[src/rtl/fetch_prefetch_buffer.sv]
// fetch_prefetch_buffer: sequential instruction prefetcher feeding a single-cycle core.
// Fetches words over a req/ack memory port into a DEPTH-entry FIFO and presents
// {inst, inst_pc} to the core over valid/ready. A redirect flushes and restarts fetch.
// Optional statistics counters are enabled by defining PREFETCH_STATS_EN.
`timescale 1ns/1ps

module fetch_prefetch_buffer #(
  parameter int DEPTH = 4,
  parameter int PC_W  = 64
) (
  input  logic                   CLK,
  input  logic                   resetl,
  input  logic [PC_W-1:0]        startpc,
  input  logic                   redirect,
  input  logic [PC_W-1:0]        redirect_pc,
  output logic                   mem_req,
  output logic [PC_W-1:0]        mem_addr,
  input  logic                   mem_ack,
  input  logic [31:0]            mem_rdata,
  output logic                   inst_valid,
  input  logic                   inst_ready,
  output logic [31:0]            inst,
  output logic [PC_W-1:0]        inst_pc,
  output logic [$clog2(DEPTH):0] count
`ifdef PREFETCH_STATS_EN
  ,
  output logic [31:0]            stall_cycles,
  output logic [15:0]            flush_count,
  output logic [15:0]            discard_count
`endif
);

  localparam int CW = $clog2(DEPTH) + 1;
  localparam logic [CW-1:0] FULL_CNT = CW'(DEPTH);

  typedef enum logic [1:0] {LOAD, FETCH, FULL} state_t;

  state_t          r_state;
  logic [PC_W-1:0] r_fetch_pc;
  logic            r_drop;
  logic            r_mem_req;
  logic [PC_W-1:0] r_mem_addr;
  logic [CW-1:0]   r_count;
  logic            r_inst_valid;
  logic [31:0]     r_inst_q [DEPTH];
  logic [PC_W-1:0] r_pc_q   [DEPTH];

  logic            w_ack;
  logic            w_pop;
  logic            w_flush;
  logic            w_room;
  logic            w_push;
  logic [CW-1:0]   w_wr_idx;
  logic [CW-1:0]   w_count_next;
  logic [PC_W-1:0] w_fetch_pc_inc;

  assign mem_req    = r_mem_req;
  assign mem_addr   = r_mem_addr;
  assign inst_valid = r_inst_valid;
  assign inst       = r_inst_q[0];
  assign inst_pc    = r_pc_q[0];
  assign count      = r_count;

  // Per-cycle handshake decode: acks only count against an outstanding request,
  // and a redirect (outside LOAD) overrides any push in the same cycle.
  always_comb begin
    w_ack          = r_mem_req & mem_ack;
    w_pop          = r_inst_valid & inst_ready;
    w_flush        = redirect & (r_state != LOAD);
    w_room         = (r_count != FULL_CNT) | w_pop;
    w_push         = w_ack & ~r_drop & ~w_flush & w_room & (r_state == FETCH);
    w_wr_idx       = r_count - CW'(w_pop);
    w_fetch_pc_inc = r_fetch_pc + PC_W'(4);
    w_count_next   = r_count;
    if (w_flush) begin
      w_count_next = '0;
    end else if (w_push && !w_pop) begin
      w_count_next = r_count + CW'(1);
    end else if (!w_push && w_pop) begin
      w_count_next = r_count - CW'(1);
    end
  end

  // Fetch FSM with registered memory request, occupancy and valid flag.
  always_ff @(posedge CLK or negedge resetl) begin
    if (!resetl) begin
      r_state      <= LOAD;
      r_fetch_pc   <= '0;
      r_drop       <= 1'b0;
      r_mem_req    <= 1'b0;
      r_mem_addr   <= '0;
      r_count      <= '0;
      r_inst_valid <= 1'b0;
    end else begin
      r_count      <= w_count_next;
      r_inst_valid <= (w_count_next != '0);
      if (r_state == LOAD) begin
        r_fetch_pc <= startpc;
        r_state    <= FETCH;
        r_mem_req  <= 1'b1;
        r_mem_addr <= startpc;
        r_drop     <= 1'b0;
      end else if (redirect) begin
        r_fetch_pc <= redirect_pc;
        r_state    <= FETCH;
        r_mem_req  <= 1'b1;
        if (r_mem_req && !mem_ack) begin
          r_drop <= 1'b1;
        end else begin
          r_drop     <= 1'b0;
          r_mem_addr <= redirect_pc;
        end
      end else if (r_state == FETCH) begin
        if (w_ack) begin
          r_drop <= 1'b0;
          if (w_push) begin
            r_fetch_pc <= w_fetch_pc_inc;
          end
          if (w_count_next == FULL_CNT) begin
            r_state   <= FULL;
            r_mem_req <= 1'b0;
          end else begin
            r_mem_req  <= 1'b1;
            r_mem_addr <= w_push ? w_fetch_pc_inc : r_fetch_pc;
          end
        end
      end else begin
        if (w_pop) begin
          r_state    <= FETCH;
          r_mem_req  <= 1'b1;
          r_mem_addr <= r_fetch_pc;
        end
      end
    end
  end

  // Shift-register FIFO: entry 0 is the registered head; pushes land just past the survivors.
  always_ff @(posedge CLK or negedge resetl) begin
    if (!resetl) begin
      for (int i = 0; i < DEPTH; i++) begin
        r_inst_q[i] <= '0;
        r_pc_q[i]   <= '0;
      end
    end else begin
      if (w_pop) begin
        for (int i = 0; i < DEPTH - 1; i++) begin
          r_inst_q[i] <= r_inst_q[i+1];
          r_pc_q[i]   <= r_pc_q[i+1];
        end
      end
      for (int i = 0; i < DEPTH; i++) begin
        if (w_push && (w_wr_idx == CW'(i))) begin
          r_inst_q[i] <= mem_rdata;
          r_pc_q[i]   <= r_fetch_pc;
        end
      end
    end
  end

`ifdef PREFETCH_STATS_EN
  logic [31:0] r_stall_cycles;
  logic [15:0] r_flush_count;
  logic [15:0] r_discard_count;
  logic        w_discard;

  assign w_discard     = w_ack & (r_drop | w_flush);
  assign stall_cycles  = r_stall_cycles;
  assign flush_count   = r_flush_count;
  assign discard_count = r_discard_count;

  // Saturating event counters for starvation, accepted redirects and dropped words.
  always_ff @(posedge CLK or negedge resetl) begin
    if (!resetl) begin
      r_stall_cycles  <= '0;
      r_flush_count   <= '0;
      r_discard_count <= '0;
    end else begin
      if (inst_ready && !r_inst_valid && (r_state != LOAD) && (r_stall_cycles != '1)) begin
        r_stall_cycles <= r_stall_cycles + 32'd1;
      end
      if (w_flush && (r_flush_count != '1)) begin
        r_flush_count <= r_flush_count + 16'd1;
      end
      if (w_discard && (r_discard_count != '1)) begin
        r_discard_count <= r_discard_count + 16'd1;
      end
    end
  end
`endif

endmodule

[config.mk]
export PLATFORM = sky130hd
export DESIGN_NAME = fetch_prefetch_buffer
export DESIGN_NICKNAME = d
export VERILOG_FILES = /design/src/rtl/fetch_prefetch_buffer.sv
export SDC_FILE = /design/constraint.sdc
export NUM_CORES = 1
export LEC_CHECK = 0
export BUFFER_PORTS_ARGS = -buffer_cell sky130_fd_sc_hd__buf_2
export CAP_MARGIN = 20
export CORE_AREA = 2 2 264 266
export CTS_CLUSTER_DIAMETER = 40
export DETAILED_ROUTE_END_ITERATION = 6
export DIE_AREA = 0 0 266 268
export MAX_ROUTING_LAYER = met4
export PLACE_DENSITY_LB_ADDON = 0.05
export SYNTH_ARGS = -nofsm -noshare
export SYNTH_HDL_FRONTEND = slang
export SYNTH_SLANG_ARGS = --single-unit
[constraint.sdc]
create_clock -name CLK -period 7.3 [get_ports CLK]
set_input_delay 1.825 -clock CLK [delete_from_list [all_inputs] [get_ports CLK]]
set_output_delay 1.825 -clock CLK [all_outputs]
set_load 0.02 [all_outputs]
Yosys cells after proc, flatten, opt, wreduce, memory -nomap -nowiden
Index checks and enable logic that the tools add are counted.
{ "word_totals": {"ff_bits": 520, "input_bits": 165, "output_inout_bits": 165, "word_cells": 103} }
{ "classes": {"addsub": 4, "n_eq_ne": 10, "n_mux": 40, "bitwise": 10, "n_reduce_logical": 24} }
{ "ops": {"columns": ["operator", "count"], "rows": [
  ["64-bit 2-to-1 mux", 15],
  ["192-bit 2-to-1 mux", 1],
  ["32-bit 2-to-1 mux", 3],
  ["96-bit 2-to-1 mux", 1],
  ["64-bit by 3-bit adder with 64-bit output (second input constant)", 1],
  ["2-bit 2-to-1 mux", 6],
  ["1-bit 2-to-1 mux", 11],
  ["3-bit 2-to-1 mux", 3],
  ["3-bit nonzero test", 3],
  ["2-bit nonzero test", 4],
  ["1-bit AND", 7],
  ["1-bit logical AND", 7],
  ["3-bit by 2-bit equality test with 1-bit output (second input constant)", 2],
  ["3-bit != test (second input constant)", 2],
  ["4-bit by 2-bit != test with 1-bit output (second input constant)", 1],
  ["4-bit by 3-bit != test with 1-bit output (second input constant)", 1],
  ["4-bit != test (second input constant)", 1],
  ["2-bit AND reduction", 2],
  ["4-bit AND reduction", 1],
  ["4-bit nonzero test", 1],
  ["3-bit by 1-bit adder with 3-bit output (second input constant)", 1],
  ["3-bit by 1-bit equality test with 1-bit output (second input constant)", 1],
  ["3-bit equality test (second input constant)", 1],
  ["1-bit zero test", 3],
  ["8 further kinds", 9]
]} }

Logic depth before layout (Yosys ltp)
Gate-level depths: netlist of the first run.
{ "logic_depth": {"ltp_word": 17, "ltp_mapped": 15, "depth_no_buf": 9} }

Worst setup path after synthesis of the first run
No wires, ideal clock.
{ "synth_path": {"path_type": "input-to-reg", "from": "in inst_ready", "to": "reg r_inst_q[0] (netlist name)", "setup_ns": 0.125, "arrival_time_ns": 4.881, "setup_slack_ns": 2.294, "cell_stages": 14, "path_buffers": 6, "cell_sequence": "nand2_1 inv_1 clkbuf_1 clkbuf_1 buf_1 ha_1 ha_1 xor2_1 nor4_1 nand2b_1 clkbuf_1 clkbuf_1 clkbuf_1 mux2_2"} }
{ "synth_between": {"elab_chain_len": 5, "elab_cells_between_ends": 7, "classes_between": "add/sub (1); eq/ne (1); bitwise (4); reduce/logical (1)"} }
{ "synth_rtl": {"columns": ["element", "line", "source"], "rows": [
  ["start: declaration", "21", "input logic inst_ready,"],
  ["1-bit AND (*)", "68", "w_pop = r_inst_valid & inst_ready;"],
  ["branches (longest 3 deep; another with 3-bit by 1-bit subtractor with 3-bit output)", null, null],
  ["1-bit logical AND (*)", "152", "if (w_push && (w_wr_idx == CW'(i))) begin"],
  ["end signal: indexed assignment", "147", "r_inst_q[i] <= r_inst_q[i+1];"],
  ["end signal: indexed assignment", "153", "r_inst_q[i] <= mem_rdata;"],
  ["end: declaration", "45", "logic [31:0] r_inst_q [DEPTH];"]
]} }
Every way passes the cells marked *.
A chain may end at the register's enable or synchronous reset.

Final worst setup path of the first run
{ "layout_path": {"from": "in inst_ready", "to": "reg r_inst_q[8] (netlist name)"} }
The elaborated chain is that of the path after synthesis.

==> results.sh, run 1 <==
export IMPL_vias=18977
export IMPL_hold_viol_final=0
export IMPL_drv_cap=0
export IMPL_cp_arrival_ns=5.43
export IMPL_grt_pass1_vias=18988
export IMPL_power_density_nw_per_um2=449
export IMPL_r2r_end="r_inst_q[8]"
export IMPL_multi_input_area_sq_um=10700
export IMPL_start_kind="input pin"
export IMPL_slowest_delay_ns=0.67
export IMPL_cts_made_buffers=103
export IMPL_setup_viol_count_final=0
export IMPL_port_buffers=329
export IMPL_root_buffer="clkbuf_16"
export IMPL_coreArea_sq_um=68200
export IMPL_final_cell_mix="dfrtp_1, buf_2, nor2_1, a21oi_1, mux2i_1"
export IMPL_p_int_mw=8.90
export IMPL_min_path_cells=2
export IMPL_power_mw=13.7
export IMPL_cts_hold_fix_buffers=0
export IMPL_ant_nets=0
export IMPL_htree_levels=3
export IMPL_slew_headroom=0.111
export IMPL_hold_start="r_pc_q[32]"
export IMPL_seq_area_frac_synth=0.517
export IMPL_ys_warn_count=0
export IMPL_r2r_start="inst_valid"
export IMPL_share_seq_of_total_power=0.361
export IMPL_die_area_sq_um=71300
export IMPL_routabilityCongestion=0.814
export IMPL_reg2reg_depth=9
export IMPL_grt_overflow=0
export IMPL_grt_start_max_net_pins=165
export IMPL_clock_sinks=520
export IMPL_fmax_mhz=203
export IMPL_area_delta_synth_final_pct=21.0
export IMPL_hold_end="r_pc_q[32]"
export IMPL_synth_edff_count=0
export IMPL_clk_pin_slew_ns=0.05
export IMPL_synth_seq_cells=520
export IMPL_postSynthCellCount=2408
export IMPL_ctsLongestPathBuffers=3
export IMPL_synth_nets=2579
export IMPL_cts_setup_buffers=0
export IMPL_syn_area_per_cell_sq_um=10.5
export IMPL_ys_async_sr_fraction=1.00
export IMPL_r2r_slack_ns=3.21
export IMPL_path_class="input pin to register"
export IMPL_seq_area_sq_um=13000
export IMPL_rows=96
export IMPL_fill_cells=6522
export IMPL_initial_utilization=0.369
export IMPL_critPathTopFamily="simple AND/OR/NAND/NOR gates"
export IMPL_worst_clock_skew_ns=0.0227
export IMPL_drtPass1Iterations=6
export IMPL_synth_flop_cell="dfrtp_1"
export IMPL_outcome="complete, no violations"
export IMPL_netSwitchingFraction=0.349
export IMPL_wirelength_um=79600
export IMPL_synth_cell_type_count=66
export IMPL_drv_slew=0
export IMPL_p_comb_frac=0.290
export IMPL_p_leak_nw=14.5
export IMPL_grt_first_pass_wirelength_um=121000
export IMPL_netlist_area_sq_um=25200
export IMPL_final_common_cell="dfrtp_1"
export IMPL_layout_drive_gt1_share=0.272
export IMPL_crit_buf_inv=3
export IMPL_pwr_share_clk=0.349
export IMPL_worstMarginPinSlew_ns=1.33
export IMPL_cp_end_kind="register"
export IMPL_netSwitchingPower_mw=4.78
export IMPL_die_w_um=266
export IMPL_die_y_um=268
export IMPL_worstPathRequired_ns=7.81
export IMPL_ioPinCount=330
export IMPL_peakVddDrop_mv=0.194
export IMPL_drt_iter0_drc=1342
export IMPL_wl_per_cell_um=22.4
export IMPL_cts_resized=0
export IMPL_antenna_found_initial=9
export IMPL_nets=2753
export IMPL_final_period_minus_worst_setup_slack_ns=4.92
export IMPL_tritoncts="done"
export IMPL_layout_worst_path_cycle_share=0.674
export IMPL_insertion_delay_ns=0.65
export IMPL_via_per_inst=5.34
export IMPL_critPathSlowestCell="nor4_1"
export IMPL_rsz0062_at_grt="false"
export IMPL_gr_usage_all_layers=0.230
export IMPL_fin_setup_tns_ns=0
export IMPL_post_dp_hpwl_um=51900
export IMPL_worstPathMaxFanout=49
export IMPL_drc=0
export IMPL_path_cells="buf_2, nand2_4, inv_8, ha_1, ha_1, xor2_1, nor4_1, nand2b_4, buf_12, mux2_2"
export IMPL_min_path_type="register to register"
export IMPL_cp_common_cell="ha_1"
[cell usage after synthesis (5+ instances only)]
library cell,instances,share of area
buf_2,7,0.0014
o21ai_0,40,0.0079
dfrtp_1,520,0.52
a31o_2,5,0.0017
nor2_1,328,0.049
mux2_2,155,0.069
a222oi_1,13,0.0052
nand3_1,44,0.0087
o211ai_1,20,0.0060
clkbuf_2,5,0.00099
nor3_1,22,0.0044
nor2b_1,5,0.0012
ha_1,6,0.0030
and4_1,8,0.0028
nand4_1,21,0.0052
or3_1,11,0.0027
and2_1,6,0.0015
mux2i_1,302,0.12
nand2_1,81,0.012
o311ai_0,10,0.0035
buf_1,20,0.0030
nor4_1,20,0.0050
o22ai_1,6,0.0015
a21oi_1,323,0.064
a31oi_1,10,0.0025
nand2b_1,7,0.0017
or4_1,9,0.0027
a211oi_1,6,0.0018
o21a_1,6,0.0018
a22oi_1,9,0.0027
xnor2_1,11,0.0038
and3_1,24,0.0060
clkbuf_1,170,0.025
inv_1,16,0.0024
buf_4,96,0.029
[cell families after synthesis]
family,count (synthesis),synth area share
buffers and inverters,314,0.0617
muxes,459,0.190
DFF,520,0.517
adders and majority gates,6,0.00298
and+or+nand+nor,607,0.111
xor gates and xnor gates,14,0.00487
AOI/OAI and AO/OA,488,0.113
[worst max-delay path by stage]
stage,startpoint,to,depth (start not counted)
after floorplan,inst_ready,r_inst_q[0],14
after global placement,inst_ready,r_inst_q[21],10
after detailed placement,inst_ready,r_inst_q[24],10
after CTS,inst_ready,mem_addr[21],9
after global routing,inst_ready,r_inst_q[24],10
final,inst_ready,r_inst_q[8],10
[registers in the layout, indices dropped and copies added, names as in the netlist]
signal / cells
inst: 32
inst_pc: 64
mem_addr: 64
r_state: 2
count: 3
r_pc_q: 192
inst_valid: 1
mem_req: 1
r_inst_q: 96
r_drop: 1
r_fetch_pc: 64
[layout make-up]
class,instances,share of cell area
well taps,882,0.0362
repair buffers,367,0.0672
clock buffers,128,0.0927
flip-flops and latches,520,0.427
diodes,4,0.000328
inverters,16,0.00222
clock inverters,64,0.0245
multi-input cells,1574,0.350
[worst register-to-register path: stages (launching register included)]
cell and delay [ns]:
dfrtp_1 0.45, nand2_4 0.53, inv_8 0.32, ha_1 0.32, ha_1 0.19, xor2_1 0.16
nor4_1 0.67, nand2b_4 0.54, buf_12 0.38, mux2_2 0.42
[layer usage]
metal  vias to the layer above  global-route usage  part of all wire
met5                         -                   -                 0
met4                         0              0.0685             0.019
met3                       104              0.0402             0.057
met2                       557               0.354              0.46
met1                      9453               0.311              0.46
li1                       8863                   -                 -
[power groups by stage]
stage                     logic [mW]  registers (mW)  clock network, mW
after floorplan                 3.08            4.80                  0
after global placement          3.94            4.96                  0
after detailed placement        4.02            4.99                  0
after CTS                       4.03            4.95               4.88
after global routing            4.36            5.10               5.03
final                           3.97            4.94               4.77
[stage by stage]
| step | setup slack [ns] | area [sq um] | std cells | util | hold WS [ns] |
|---|---|---|---|---|---|
| 6_report | 2.38 | 30500 | 3555 | 0.447 | 0.488 |
| 3_5_place_dp | 1.74 | 26900 | 3359 | 0.394 | 0.473 |
| 3_3_place_gp | 1.76 | 26900 | 3357 | 0.394 | 0.465 |
| 2_1_floorplan | 2.29 | 25200 | 2408 | - | 0.450 |
| 4_1_cts | 2.42 | 30500 | 3551 | 0.447 | 0.485 |
| 5_1_grt | 2.24 | 30500 | 3555 | 0.447 | 0.516 |
Note: power is estimated with default switching activity, not from simulation.
==> run 2, diff against run 1 <==
Settings changed: ABC_AREA set to 1.
Clock period 7.3 ns to 4.5 ns, I/O delays scaled along.
==> run 2 against run 1 <==
Total power grew 71%. Sequential share of layout area up 0.23 points. Worst hold slack worse by 0.020 ns. Combinational power grew 90%. Count of clock-buffer cells in the layout is 5 lower. Utilization fell by 0.24 points. Critical path depth up 5. Flip-flop and latch count unchanged. Sequential power is 65% higher. Wire length increased by 0.51%. Area after synthesis shrank 0.37%. Highest routed layer unchanged.
==> results.sh, run 2 <==
export IMPL_outcome="complete, no violations"
export IMPL_p_int_mw=14.1
export IMPL_pwr_share_clk=0.328
export IMPL_worstMarginPinSlew_ns=1.12
export IMPL_synth_simple_area_share=0.250
export IMPL_cts_resized=0
export IMPL_layout_drive_gt1_share=0.181
export IMPL_drv_slew=0
export IMPL_grt_overflow=0
export IMPL_start_kind="input pin"
export IMPL_antenna_found_initial=0
export IMPL_holdWs_ns=0.468
export IMPL_hold_viol_final=0
export IMPL_cp_arrival_ns=3.52
export IMPL_met1_usage=0.347
export IMPL_final_common_cell="nand3_1"
export IMPL_peakVddDrop_mv=0.353
export IMPL_slew_headroom=0.252
export IMPL_grt_busiest_layer="met1"
export IMPL_synth_cell_type_count=36
export IMPL_netSwitchingPower_mw=9.29
export IMPL_worstPathRequired_ns=5.04
export IMPL_min_path_type="register to register"
export IMPL_synth_area_leaders="dfrtp_1, nand3_1, o211ai_1"
export IMPL_use_met3=0.0400
export IMPL_coreArea_sq_um=68200
export IMPL_grt_first_pass_wirelength_um=127000
export IMPL_clk_pin_slew_ns=0.05
export IMPL_slowest_delay_ns=0.57
export IMPL_netlist_area_sq_um=25100
export IMPL_routabilityCongestion=0.911
export IMPL_grt_util_met2=0.327
export IMPL_yosysMostFrequentCell="nand3_1"
export IMPL_yosysTopAreaCell="dfrtp_1"
export IMPL_seq_area_frac_synth=0.518
export IMPL_layout_worst_path_cycle_share=0.661
export IMPL_top_regs="r_pc_q x192, r_inst_q x96"
export IMPL_cp_end_kind="register"
export IMPL_rows=96
export IMPL_fin_setup_tns_ns=0
export IMPL_cts_hold_fix_buffers=0
export IMPL_synth_nets=3053
export IMPL_htree_levels=3
export IMPL_ctsLongestPathBuffers=3
export IMPL_synth_flop_cell="dfrtp_1"
export IMPL_cp_common_cell="nand2_1"
export IMPL_synthAdderAreaFrac=0.00299
export IMPL_ys_async_sr_fraction=1.00
export IMPL_drtPass1Iterations=7
export IMPL_ant_nets=0
export IMPL_synth_mux_area_frac=0
export IMPL_largest_register="r_pc_q"
export IMPL_insertion_delay_ns=0.66
export IMPL_gr_usage_all_layers=0.232
export IMPL_grt_pass1_vias=21118
export IMPL_die_y_um=268
export IMPL_die_area_sq_um=71300
export IMPL_synth_seq_cells=520
export IMPL_path_class="input pin to register"
export IMPL_synth_top_area_frac=0.518
export IMPL_synth_xor_area_frac=0.00803
export IMPL_die_w_um=266
export IMPL_area_delta_synth_final_pct=20.8
export IMPL_fmax_mhz=336
export IMPL_port_buffers=329
export IMPL_clock_sinks=520
export IMPL_cts_made_buffers=96
export IMPL_synth_top_family_by_area="simple AND/OR/NAND/NOR gates"
export IMPL_final_period_minus_worst_setup_slack_ns=2.97
export IMPL_drc=0
export IMPL_critPathSlowestCell="nand3_4"
export IMPL_fin_area_sq_um=30300
export IMPL_initial_utilization=0.368
export IMPL_rsz0062_at_grt="false"
export IMPL_largest_register_ff_count=192
export IMPL_power_density_nw_per_um2=770
export IMPL_netSwitchingFraction=0.398
export IMPL_ys_warn_count=0
export IMPL_placed_area_sq_um=26800
export IMPL_vias=21662
export IMPL_root_buffer="clkbuf_16"
export IMPL_p_leak_nw=13.9
export IMPL_wirelength_um=80000
export IMPL_share_seq_of_total_power=0.349
export IMPL_wl_per_cell_um=20.1
export IMPL_synth_edff_count=0
export IMPL_postSynthCellCount=2882
export IMPL_final_cell_mix="nand3_1, dfrtp_1, nand2_1, buf_2, o211ai_1"
export IMPL_path_cells="buf_2, nand2_4, buf_4, nand2_1, nand2_1, nor2_4, nand3_1, nand2_1, inv_2, nand3_2, nor2_1, nand2_2, nand3_4, nand2_1, nand2_1"
export IMPL_drt_iter0_drc=1967
export IMPL_post_dp_hpwl_um=53500
export IMPL_netlist_top_cells_count="nand3_1, dfrtp_1, nand2_1, o211ai_1, clkbuf_1"
export IMPL_p_comb_frac=0.323
export IMPL_syn_area_per_cell_sq_um=8.71
export IMPL_nets=3195
export IMPL_worst_clock_skew_ns=0.0418
export IMPL_cts_setup_buffers=0
export IMPL_critPathTopFamily="simple AND/OR/NAND/NOR gates"
export IMPL_worstPathMaxFanout=64
export IMPL_ioPinCount=330
export IMPL_crit_buf_inv=3
export IMPL_drv_cap=0
export IMPL_grt_start_max_net_pins=217
export IMPL_fill_cells=6763
export IMPL_setup_viol_count_final=0
export IMPL_tritoncts="done"
export IMPL_via_per_inst=5.43
export IMPL_synth_compound_area_share=0.133
==> run 2: cell types whose count changed in the layout (fill, tap and decap cells not counted), sizes merged, moves of 83 or more <==
cell    previous run  this run
nor2             328       106
o211ai            20       291
inv               33       158
mux2i            302         0
nand3             44       675
mux2             157         0
a21oi            323         3
o21ai             41       124
nand2             81       503
==> run 2: power by group through the flow <==
stage / Clock (mW) / Sequential, mW / Combinational, mW
after floorplan: 0 / 8.02 / 5.32
after global placement: 0 / 8.19 / 7.49
after detailed placement: 0 / 8.20 / 7.62
after CTS: 7.82 / 8.15 / 7.64
after global routing: 8.06 / 8.39 / 8.43
final: 7.65 / 8.15 / 7.55
==> run 2: worst reg2reg max path, cell delays in order, from the launching register on <==
cell and delay (ns):
dfrtp_1 0.42, nor2_4 0.06, buf_4 0.31, nor2_4 0.18, buf_4 0.53, inv_1 0.47
o211ai_1 0.51, nand4_1 0.18, nand2_1 0.12
==> run 2: metrics by stage <==
stage               worst slack (ns)  total power [mW]   util  instances
floorplan                       1.04              13.3      -       2882
global placement               0.793              15.7  0.393       3808
detailed placement             0.824              15.8  0.393       3808
CTS                             1.52              23.6  0.444       3988
global route                    1.27              24.9  0.444       3988
finish                          1.53              23.4  0.444       3989
==> run 2: logic make-up after synthesis <==
family / Yosys count
buf+inv: 474
fa+ha+maj: 6
xor+xnor: 23
flops: 520
simple gates: 1373
compound gates: 486
==> run 2: final cells by class <==
| class | instances | area, sq um | share of cell area |
|---|---|---|---|
| Multi-Input combinational cell | 1888 | 9960 | 0.329 |
| Antenna cell | 1 | 2.50 | 0.0000825 |
| Inverter | 153 | 582 | 0.0192 |
| Timing Repair Buffer | 365 | 2150 | 0.0710 |
| Clock buffer | 123 | 2690 | 0.0889 |
| Tap cell | 882 | 1100 | 0.0364 |
| Sequential cell | 520 | 13000 | 0.429 |
| Clock inverter | 57 | 807 | 0.0266 |
==> run 2: worst paths after layout <==
check,cells past startpoint,startpoint,slack (ns),end
worst max-delay path,15,inst_ready,1.53,mem_addr[55]
worst min-delay path,2,mem_addr[59],0.47,mem_addr[59]
worst max register to register,8,r_state[0],1.67,mem_addr[2]
worst min register to register,2,mem_addr[59],0.47,mem_addr[59]
max in group asynchronous,2,resetl,3.11,inst[5]
min in group asynchronous,1,resetl,0.48,r_fetch_pc[0]
==> run 2: per-layer routing <==
layer | vias up | part of all wire
li1 | 10364 | -
met3 | 89 | 0.055
met1 | 10571 | 0.50
met5 | - | 0
met2 | 638 | 0.43
met4 | 0 | 0.015
